**config.mk**
```make
export PLATFORM = sky130hd
export DESIGN_NAME = div_unit_rv32i
export DESIGN_NICKNAME = d
export VERILOG_FILES = /design/src/rtl/RV32I_pkg.sv /design/src/rtl/div_step_rv32i.sv /design/src/rtl/div_unit_rv32i.sv
export SDC_FILE = /design/constraint.sdc
export NUM_CORES = 1
export LEC_CHECK = 0
export ABC_AREA = 1
export CORE_ASPECT_RATIO = 0.9
export CORE_UTILIZATION = 54
export DETAILED_ROUTE_END_ITERATION = 6
export PLACE_DENSITY = 0.82
export SYNTH_ARGS = -nofsm -noshare
export SYNTH_HDL_FRONTEND = slang
export SYNTH_SLANG_ARGS = --single-unit
```
**constraint.sdc**
```tcl
create_clock -name clk -period 4.3 [get_ports clk]
set_input_delay 0.86 -clock clk [delete_from_list [all_inputs] [get_ports clk]]
set_output_delay 0.86 -clock clk [all_outputs]
set_load 0.01 [all_outputs]
```
**src/rtl/RV32I_pkg.sv**
```systemverilog
`default_nettype none
// ============================================================================
// Module      : RV32I_pkg
// Description : Shared definitions for the RV32I execute stage. It holds the
//               ALU op codes that the iterative divider consumes and the
//               divider state enum.
// Contents    : ALU_DIV, ALU_MOD   - decoder op codes (div, mod)
//               div_state_t        - divider FSM states
//               is_div_op()        - true for op codes the divider accepts
// Revision    : 1.0 - initial release
// ============================================================================
package RV32I_pkg;

   // These must match the ALU decoder encoding exactly.
   localparam logic [3:0] ALU_DIV = 4'd14;
   localparam logic [3:0] ALU_MOD = 4'd15;

   typedef enum logic [1:0] {
      IDLE = 2'd0,
      CALC = 2'd1,
      FIX  = 2'd2,
      DONE = 2'd3
   } div_state_t;

   function automatic logic is_div_op(input logic [3:0] op);
      return (op == ALU_DIV) || (op == ALU_MOD);
   endfunction

endpackage : RV32I_pkg
`default_nettype wire

```
**src/rtl/div_step_rv32i.sv**
```systemverilog
`default_nettype none
// ============================================================================
// Module      : div_step_rv32i
// Description : One radix-2 restoring division iteration (combinational).
//               The partial remainder shifts left taking the quotient MSB,
//               and the divisor is subtracted when it fits, which sets the
//               new quotient LSB.
// Ports       : i_rem     [WIDTH:0]    partial remainder in
//               i_q       [WIDTH-1:0]  quotient / dividend shift register in
//               i_divisor [WIDTH-1:0]  divisor magnitude
//               o_rem     [WIDTH:0]    partial remainder out
//               o_q       [WIDTH-1:0]  quotient shift register out
// Revision    : 1.0 - initial release
// ============================================================================
module div_step_rv32i #(
   parameter int WIDTH = 32
) (
   input  logic [WIDTH:0]   i_rem,
   input  logic [WIDTH-1:0] i_q,
   input  logic [WIDTH-1:0] i_divisor,
   output logic [WIDTH:0]   o_rem,
   output logic [WIDTH-1:0] o_q
);

   logic [WIDTH:0] w_shift;
   logic [WIDTH:0] w_divisor;
   logic [WIDTH:0] w_diff;

   always_comb begin
      // The extra remainder bit keeps the shifted value from wrapping when
      // the divisor magnitude is 2^(WIDTH-1).
      w_shift   = {i_rem[WIDTH-1:0], i_q[WIDTH-1]};
      w_divisor = {1'b0, i_divisor};
      w_diff    = w_shift - w_divisor;
      if (w_shift >= w_divisor) begin
         o_rem = w_diff;
         o_q   = {i_q[WIDTH-2:0], 1'b1};
      end else begin
         o_rem = w_shift;
         o_q   = {i_q[WIDTH-2:0], 1'b0};
      end
   end

endmodule : div_step_rv32i
`default_nettype wire

```
**src/rtl/div_unit_rv32i.sv**
```systemverilog
`default_nettype none
// ============================================================================
// Module      : div_unit_rv32i
// Description : Iterative signed divide / remainder unit for the RV32I
//               execute stage. It runs restoring division on operand
//               magnitudes over WIDTH cycles, then applies a sign fix-up
//               cycle. Divide-by-zero and the signed overflow case finish
//               at acceptance.
// Ports       : clk          system clock, rising edge
//               rst          asynchronous active-high reset
//               start        request, sampled in IDLE or DONE
//               ALU_op [3:0] op code, 14 = div, 15 = mod
//               A  [WIDTH-1:0] dividend (two's complement)
//               B  [WIDTH-1:0] divisor  (two's complement)
//               flush        synchronous abort
//               busy         operation in flight, the pipeline stalls
//               done         one-cycle pulse, result valid
//               result [WIDTH-1:0] quotient or remainder
// Revision    : 1.0 - initial release
// ============================================================================
module div_unit_rv32i
   import RV32I_pkg::*;
#(
   parameter int WIDTH = 32
) (
   input  logic             clk,
   input  logic             rst,
   input  logic             start,
   input  logic [3:0]       ALU_op,
   input  logic [WIDTH-1:0] A,
   input  logic [WIDTH-1:0] B,
   input  logic             flush,
   output logic             busy,
   output logic             done,
   output logic [WIDTH-1:0] result
);

   localparam int CW = $clog2(WIDTH);
   localparam logic [WIDTH-1:0] C_MIN_NEG = {1'b1, {(WIDTH-1){1'b0}}};
   localparam logic [WIDTH-1:0] C_ONES    = {WIDTH{1'b1}};

   div_state_t       state_q,   state_d;
   logic             is_mod_q,  is_mod_d;
   logic             sign_a_q,  sign_a_d;
   logic             sign_b_q,  sign_b_d;
   logic [WIDTH-1:0] divisor_q, divisor_d;
   logic [WIDTH:0]   rem_q,     rem_d;
   logic [WIDTH-1:0] quo_q,     quo_d;
   logic [CW-1:0]    count_q,   count_d;
   logic             busy_q,    busy_d;
   logic             done_q,    done_d;
   logic [WIDTH-1:0] result_q,  result_d;

   logic [WIDTH:0]   w_step_rem;
   logic [WIDTH-1:0] w_step_quo;
   logic             w_accept;
   logic             w_div_zero;
   logic             w_overflow;
   logic [WIDTH-1:0] w_abs_a;
   logic [WIDTH-1:0] w_abs_b;
   logic [WIDTH-1:0] w_quo_fix;
   logic [WIDTH-1:0] w_rem_fix;

   div_step_rv32i #(
      .WIDTH (WIDTH)
   ) u_step (
      .i_rem     (rem_q),
      .i_q       (quo_q),
      .i_divisor (divisor_q),
      .o_rem     (w_step_rem),
      .o_q       (w_step_quo)
   );

   always_comb begin
      // Flush blocks acceptance so a flushed request never loads anything.
      w_accept   = start && is_div_op(ALU_op) && !flush &&
                   ((state_q == IDLE) || (state_q == DONE));
      w_div_zero = (B == '0);
      w_overflow = (A == C_MIN_NEG) && (B == C_ONES);
      // The most negative value maps onto itself, which reads correctly
      // as an unsigned magnitude.
      w_abs_a    = A[WIDTH-1] ? -A : A;
      w_abs_b    = B[WIDTH-1] ? -B : B;
      w_quo_fix  = (sign_a_q ^ sign_b_q) ? -quo_q : quo_q;
      w_rem_fix  = sign_a_q ? -rem_q[WIDTH-1:0] : rem_q[WIDTH-1:0];
   end

   always_comb begin
      state_d   = state_q;
      is_mod_d  = is_mod_q;
      sign_a_d  = sign_a_q;
      sign_b_d  = sign_b_q;
      divisor_d = divisor_q;
      rem_d     = rem_q;
      quo_d     = quo_q;
      count_d   = count_q;
      result_d  = result_q;

      case (state_q)
         IDLE, DONE: begin
            state_d = IDLE;
            if (w_accept) begin
               is_mod_d  = (ALU_op == ALU_MOD);
               sign_a_d  = A[WIDTH-1];
               sign_b_d  = B[WIDTH-1];
               divisor_d = w_abs_b;
               rem_d     = '0;
               quo_d     = w_abs_a;
               count_d   = CW'(WIDTH - 1);
               if (w_div_zero) begin
                  result_d = (ALU_op == ALU_MOD) ? A : C_ONES;
                  state_d  = DONE;
               end else if (w_overflow) begin
                  result_d = (ALU_op == ALU_MOD) ? '0 : C_MIN_NEG;
                  state_d  = DONE;
               end else begin
                  state_d  = CALC;
               end
            end
         end
         CALC: begin
            rem_d = w_step_rem;
            quo_d = w_step_quo;
            if (count_q == '0) begin
               state_d = FIX;
            end else begin
               count_d = count_q - 1'b1;
            end
         end
         FIX: begin
            result_d = is_mod_q ? w_rem_fix : w_quo_fix;
            state_d  = DONE;
         end
         default: state_d = IDLE;
      endcase

      if (flush) begin
         state_d  = IDLE;
         result_d = result_q;
      end

      // Outputs are decodes of the next state so they come straight off flops.
      busy_d = (state_d == CALC) || (state_d == FIX);
      done_d = (state_d == DONE);
   end

   always_ff @(posedge clk or posedge rst) begin
      if (rst) begin
         state_q   <= IDLE;
         is_mod_q  <= 1'b0;
         sign_a_q  <= 1'b0;
         sign_b_q  <= 1'b0;
         divisor_q <= '0;
         rem_q     <= '0;
         quo_q     <= '0;
         count_q   <= '0;
         busy_q    <= 1'b0;
         done_q    <= 1'b0;
         result_q  <= '0;
      end else begin
         state_q   <= state_d;
         is_mod_q  <= is_mod_d;
         sign_a_q  <= sign_a_d;
         sign_b_q  <= sign_b_d;
         divisor_q <= divisor_d;
         rem_q     <= rem_d;
         quo_q     <= quo_d;
         count_q   <= count_d;
         busy_q    <= busy_d;
         done_q    <= done_d;
         result_q  <= result_d;
      end
   end

   assign busy   = busy_q;
   assign done   = done_q;
   assign result = result_q;

endmodule : div_unit_rv32i
`default_nettype wire

```
==> flow_metrics.py, run 1 <==
metrics = {
    "cts": {
        "numCtsBuffers": 17,
        "cts-hold-fix-buffers": 0,
        "clockRootBuffer": "clkbuf_16",
        "clk_pin_slew_ns": 0.07,
        "tritoncts": "built",
        "cts.path.max_buffers": 2,
        "cts_resized": 0,
        "clkSinkCount": 140,
        "clock_h_tree_levels": 4,
        "post-cts-setup-buffers": 0,
        "clk_latency_ns": 0.44,
    },
    "detailed_routing": {
        "wire_length_reported_by_the_detailed_router_mm": 42.6,
        "drt.antenna.violating_nets": 0,
        "top_layer": "met4",
        "detailedRoute.firstPassIterationCount": 6,
        "met2RoutedLength_mm": 18.0,
        "post_drt_via_cell_ratio": 5.93,
        "detailroute.wirelength.met3_mm": 3.72,
        "route.layer.met1.wl_mm": 19.5,
        "detailroute.via_count": 14001,
        "drt-wirelength-per-cell_microns": 18.0,
        "drc_viols": 0,
        "drt_iter0_drc": 1678,
    },
    "yosys": {
        "synth.lib_cells_used.distinct": 57,
        "synth-main-ff-cell": "dfrtp_1",
        "syn_nets": 2105,
        "synthesis.instances": 1990,
        "yosys-top-cells-area": "dfrtp_1, nand2_1, nand3_1",
        "asyncSetResetFlopFracSynth_pct": 100,
        "avgSynthCellArea_sq_um": 6.32,
        "syn-cell-area_sq_um": 12600,
        "yosysWarningCount": 0,
        "synth_top_cell_by_area": "dfrtp_1",
        "synth.yosys.seq_area_share_pct": 27.8,
        "number_of_storage_elements_in_the_synthesis_netlist": 140,
        "number_of_synthesized_flops_with_an_enable_pin": 0,
        "yosysTopAreaCellShare_pct": 27.8,
    },
    "placed_design": {
        "portBuffers": 105,
        "post-place-cells": 2330,
        "gp_congestion": 0.961,
        "post-dp-hpwl_mm": 32.5,
    },
    "final_layout": {
        "finish.net_count": 2167,
        "instances_no_fill": 2361,
        "synthToLayoutAreaGrowth_pct": 13.8,
        "fillers": 2197,
        "final_layout_size_suffix_gt1_share_pct": 4.80,
        "antennaDiodeCount": 0,
        "layout.cells.most_common_list": "nand2_1, nand3_1, inv_1",
        "layout.cells.most_common": "nand2_1",
    },
    "setup_path": {
        "nature_of_the_critical_path_endpoint": "register",
        "worst_setup_path_type": "in2reg",
        "critical_path.max_fanout": 35,
        "worstPathRequired_ns": 4.62,
        "critPathLaunchType": "input pin",
        "worst_r2r_startpoint": "state_q[0]$_DFF_PP0_",
        "worstRegToRegCells": 9,
        "critPathArrivalTime_ns": 3.58,
        "timing.reg2reg.setup_slack_ns": 1.41,
        "crit-reg2reg-capture": "result[5]$_DFFE_PP0P_",
    },
    "die": {
        "rows": 52,
        "coreArea_sq_um": 22600,
        "floorplan.die.height_microns": 147,
        "die_w_microns": 163,
        "initial_standard_cell_utilization_of_the_core_pct": 55.6,
        "floorplan.io_pins": 106,
        "total_die_area_sq_um": 23900,
    },
    "global_routing": {
        "grt_remaining_overflow": 0,
        "grt_pass1_vias": 12915,
        "grt_pass1_wl_mm": 68.3,
        "grt_start_max_net_pins": 141,
        "number_of_antenna_violations_at_the_first_check_in_global_routing": 0,
        "grt_use_total_pct": 36.4,
    },
    "run": {
        "drv.max_cap_violation_count": 0,
    },
    "sta": {
        "timing.setup.tns_ns": 0,
        "hold_ws_ns": 0.481,
        "worst-slew-pin-transition_ns": 1.19,
        "timing.final.hold_violations": 0,
        "finalCritPeriodShare_pct": 75.7,
        "setup_violations": 0,
        "rsz0062_at_grt": "no",
        "finClkSkew_ns": 0.0150,
        "max_freq_mhz": 307,
        "slew_headroom_pct": 20.3,
        "post-route-min-period_ns": 3.26,
        "maxSlewViolCount": 0,
    },
    "hold_path": {
        "hold_sp": "result[27]$_DFFE_PP0P_",
        "timing.hold.worst.class": "reg2reg",
        "hold_depth": 2,
        "timing.hold.worst_endpoint": "result[27]$_DFFE_PP0P_",
    },
    "pwr": {
        "peakVddDrop_v": 0.000296,
        "leakage_uw": 0.00728,
        "power_uw": 4850,
        "power-per-cell-area_nw_per_um2": 339,
    },
    "status": {
        "status": "finished clean",
    },
}
how the worst max path moves through the flow:
stage / start / endpoint / slack [ns]
floorplan: rst / busy$_DFF_PP0_ / 1.69
global placement: B[0] / result[6]$_DFFE_PP0P_ / 0.74
detailed placement: B[0] / result[5]$_DFFE_PP0P_ / 0.60
CTS: B[1] / result[5]$_DFFE_PP0P_ / 1.05
global route: B[0] / result[5]$_DFFE_PP0P_ / 0.82
finish: B[1] / result[5]$_DFFE_PP0P_ / 1.04
report_power, final:
part,switching (uW),total (uW),internal [uW]
sequential,132,1620,1490
clock,621,1490,864
combinational,1180,1740,565
cell families (layout without fill, tap and decap cells):
group                    after synthesis  in the layout  share of synthesized area (%)
adder cells (fa/ha/maj)               43             43                           4.34
flip-flops                           140            140                           27.8
AO/OA/AOI/OAI                        376            376                           16.8
XOR/XNOR                              47             47                           3.33
buffers and inverters                307            381                           10.0
AND/OR/NAND/NOR                     1077           1077                           37.7
routing by layer:
layer | vias to the layer above | global-route usage, %
met2 | 634 | 53.8
met3 | 88 | 6.07
met1 | 6558 | 53.3
li1 | 6721 | -
met4 | 0 | 12.4
met5 | - | 0
metrics by stage:
step	utilization [%]	setup WS, ns	instance area, sq um
6_report	63.2	1.04	14300
2_1_floorplan	-	1.69	12600
3_5_place_dp	60.7	0.595	13800
5_1_grt	63.2	0.818	14300
4_1_cts	63.2	1.05	14300
3_3_place_gp	60.7	0.740	13800
synthesized netlist by cell type, types with 14 or more instances:
cell type / count
inv_1: 218
nand3_1: 257
o211ai_1: 37
buf_2: 14
nor2_1: 168
dfrtp_1: 140
nor2_2: 15
nor3_1: 34
xnor2_1: 19
a21oi_1: 105
clkbuf_1: 35
o21ai_0: 160
nand4_1: 40
o21ai_1: 24
nand2_1: 527
xor2_1: 27
ha_1: 42
flip-flops by register name, summed over array words and instances (netlist names):
register and flops:
divisor_q 32, result 32, is_mod_q 1, done 1
state_q 2, count_q 5, quo_q 32, sign_b_q 1
busy 1, rem_q 32, sign_a_q 1
worst max-delay path, cell delays in order:
cell,delay (ns)
clkdlybuf4s50_1,0.46
inv_1,0.12
ha_1,0.17
nand2_1,0.10
nor3_2,0.25
nand4_4,0.24
nand3_2,0.18
nand3_4,0.32
clkinv_2,0.52
nand3_1,0.15
o21a_1,0.15
area by class of cell:
class                   instances  area (sq um)  area share (%)
clock buffers                  20           447            3.12
repair buffers                120          1190            8.30
inverters                     230           868            6.06
clock inverters                11           121           0.848
flip-flops and latches        140          3500            24.5
multi-input cells            1543          7820            54.6
well taps                     297           372            2.60
(Power assumes the default switching activity.)
==> run 2, diff against run 1 <==
--- a/config.mk
+++ b/config.mk
@@ -7,9 +7,9 @@
 export LEC_CHECK = 0
 export ABC_AREA = 1
 export CORE_ASPECT_RATIO = 0.9
-export CORE_UTILIZATION = 54
+export CORE_UTILIZATION = 60
 export DETAILED_ROUTE_END_ITERATION = 6
-export PLACE_DENSITY = 0.82
+export PLACE_DENSITY = 0.86
 export SYNTH_ARGS = -nofsm -noshare
 export SYNTH_HDL_FRONTEND = slang
 export SYNTH_SLANG_ARGS = --single-unit
==> constraint.sdc (replaced) <==
create_clock -name clk -period 3 [get_ports clk]
set_input_delay 0.6 -clock clk [delete_from_list [all_inputs] [get_ports clk]]
set_output_delay 0.6 -clock clk [all_outputs]
set_load 0.01 [all_outputs]
==> run 2 against run 1 <==
  * Register-to-register slack lost 1.2 ns
  * Final cell count shrank 1.1%
  * Global-route usage grew 3.3 points
  * Clock-buffer cell count shrank 1
  * Critical endpoint is now rem_q[24]$_DFFE_PP0P_
  * Power up 46%
  * Sequential power up 44%
  * Critical path depth is 3 higher
  * Clock power grew 48%
  * First-iteration DRC count grew 14%
  * Sequential share of layout area decreased by 0.25 points
==> flow_metrics.py, run 2 (synthesis gave the netlist of run 1 again) <==
metrics = {
    "status": {
        "status": "finished clean",
    },
    "setup_path": {
        "worst_r2r_startpoint": "quo_q[31]$_DFFE_PP0P_",
        "crit_buf_inv": 3,
        "critPathArrivalTime_ns": 3.07,
        "cp-endpoint": "rem_q[24]$_DFFE_PP0P_",
        "crit_family": "simple AND/OR/NAND/NOR gates",
        "critical_path.max_fanout": 4,
        "crit_path_top_delay_cell": "fa_1",
        "critical_path.max_stage_delay_ns": 0.46,
        "critPathLaunchType": "register",
        "nature_of_the_critical_path_endpoint": "register",
        "worstPathCellList": "inv_1 > ha_1 > inv_1 > fa_1 > nand3_1 > nand2_1 > a21oi_1 > inv_1 > nand2_1 > nand3_1 > nand2_1 > nand3_1 > nand3_1 > nand2_1",
        "worstSetupStartpoint": "quo_q[31]$_DFFE_PP0P_",
        "worstRegToRegCells": 14,
        "path_depth": 14,
        "worstPathRequired_ns": 3.32,
        "worst_setup_path_type": "reg2reg",
        "crit-reg2reg-capture": "rem_q[24]$_DFFE_PP0P_",
        "timing.reg2reg.setup_slack_ns": 0.25,
    },
    "sta": {
        "timing.final.hold_violations": 0,
        "worst-slew-pin-transition_ns": 1.10,
        "max_freq_mhz": 364,
        "hold_ws_ns": 0.432,
        "timing.setup.tns_ns": 0,
        "rsz0062_at_grt": "no",
        "post-route-min-period_ns": 2.75,
        "finalCritPeriodShare_pct": 91.5,
        "setup_violations": 0,
        "maxSlewViolCount": 0,
        "finClkSkew_ns": 0.0154,
        "slew_headroom_pct": 26.3,
    },
    "cts": {
        "post-cts-setup-buffers": 0,
        "clkSinkCount": 140,
        "clock_h_tree_levels": 4,
        "clk_pin_slew_ns": 0.06,
        "numCtsBuffers": 17,
        "clockRootBuffer": "clkbuf_16",
        "clk_latency_ns": 0.44,
        "tritoncts": "built",
        "cts-hold-fix-buffers": 0,
        "cts.path.max_buffers": 2,
        "cts_resized": 0,
    },
    "global_routing": {
        "grt_pass1_vias": 13168,
        "grt_pass1_wl_mm": 67.1,
        "grt_use_total_pct": 39.6,
        "grt_start_max_net_pins": 69,
        "number_of_antenna_violations_at_the_first_check_in_global_routing": 0,
        "grt_remaining_overflow": 0,
    },
    "final_layout": {
        "layout.cells.most_common": "nand2_1",
        "finish.net_count": 2181,
        "fin_util_pct": 71.5,
        "layout.cells.most_common_list": "nand2_1, nand3_1, inv_1",
        "final_layout_size_suffix_gt1_share_pct": 5.53,
        "synthToLayoutAreaGrowth_pct": 15.0,
        "antennaDiodeCount": 0,
        "instances_no_fill": 2334,
    },
    "pwr": {
        "swShare_pct": 40.3,
        "leakage_uw": 0.00737,
        "pwr-share-seq_pct": 33.1,
        "power_report.internal_total_uw": 4220,
        "comb_power_share_pct": 35.7,
        "p_switching_uw": 2850,
        "peakVddDrop_v": 0.000454,
        "power_uw": 7070,
        "power-per-cell-area_nw_per_um2": 489,
        "power.clock.fraction_pct": 31.3,
    },
    "detailed_routing": {
        "detailedRoute.firstPassIterationCount": 6,
        "drc_viols": 0,
        "drt-wirelength-per-cell_microns": 18.0,
        "wire_length_reported_by_the_detailed_router_mm": 42.1,
        "post_drt_via_cell_ratio": 6.15,
        "drt_iter0_drc": 1905,
        "drt.antenna.violating_nets": 0,
        "detailroute.via_count": 14356,
    },
    "die": {
        "floorplan.io_pins": 106,
        "die_w_microns": 155,
        "coreArea_sq_um": 20200,
        "rows": 49,
        "initial_standard_cell_utilization_of_the_core_pct": 62.2,
        "floorplan.die.height_microns": 139,
        "total_die_area_sq_um": 21600,
    },
    "placed_design": {
        "post-dp-hpwl_mm": 32.1,
        "gp_congestion": 1.02,
        "post-place-cells": 2302,
        "portBuffers": 105,
    },
    "hold_path": {
        "timing.hold.worst.class": "in2async",
    },
    "run": {
        "drv.max_cap_violation_count": 0,
    },
}
==> run 2: routing by layer <==
layer / vias up / GRT usage, % / share of wire (%)
li1: 6759 / - / -
met1: 6629 / 54.2 / 41
met2: 854 / 60.6 / 44
met3: 114 / 10.3 / 12
met4: 0 / 14.1 / 3.3
met5: - / 0 / 0
==> run 2: how the worst min path moves through the flow <==
stage / cells past startpoint / startpoint / to
finish: 2 / rst / rem_q[4]$_DFFE_PP0P_
global route: 2 / rst / rem_q[5]$_DFFE_PP0P_
CTS: 2 / rst / rem_q[5]$_DFFE_PP0P_
detailed placement: 2 / result[11]$_DFFE_PP0P_ / result[11]$_DFFE_PP0P_
global placement: 2 / result[3]$_DFFE_PP0P_ / result[3]$_DFFE_PP0P_
floorplan: 2 / divisor_q[26]$_DFFE_PP0P_ / divisor_q[26]$_DFFE_PP0P_
==> run 2: layout make-up <==
type	count	area, sq um
clock inverter	13	155
clock buffer	19	443
inverter	230	868
fill	1778	5770
sequential	140	3500
tap	255	319
timing repair buffer	134	1360
multi-input combinational	1543	7820
==> run 2: through the flow <==
step | instance area (sq um) | setup slack [ns]
4_1_cts | 14500 | 0.325
3_5_place_dp | 13900 | 0.167
3_3_place_gp | 13900 | 0.248
6_report | 14500 | 0.254
2_1_floorplan | 12600 | 0.651
5_1_grt | 14500 | 0.0905
==> run 2: worst register-to-register path, delay by kind of cell, from the launching register on <==
family	cells	cell delay, ns
buf+inv	3	0.32
fa+ha+maj	2	0.76
compound gates	1	0.35
flops	1	0.38
simple gates	8	0.83
==> run 2: power groups by stage <==
stage	Combinational (uW)	Sequential [uW]	Clock (uW)
finish	2520	2340	2210
CTS	2440	2320	2210
floorplan	1710	2290	0
global route	2770	2360	2290
detailed placement	2420	2350	0
global placement	2370	2340	0
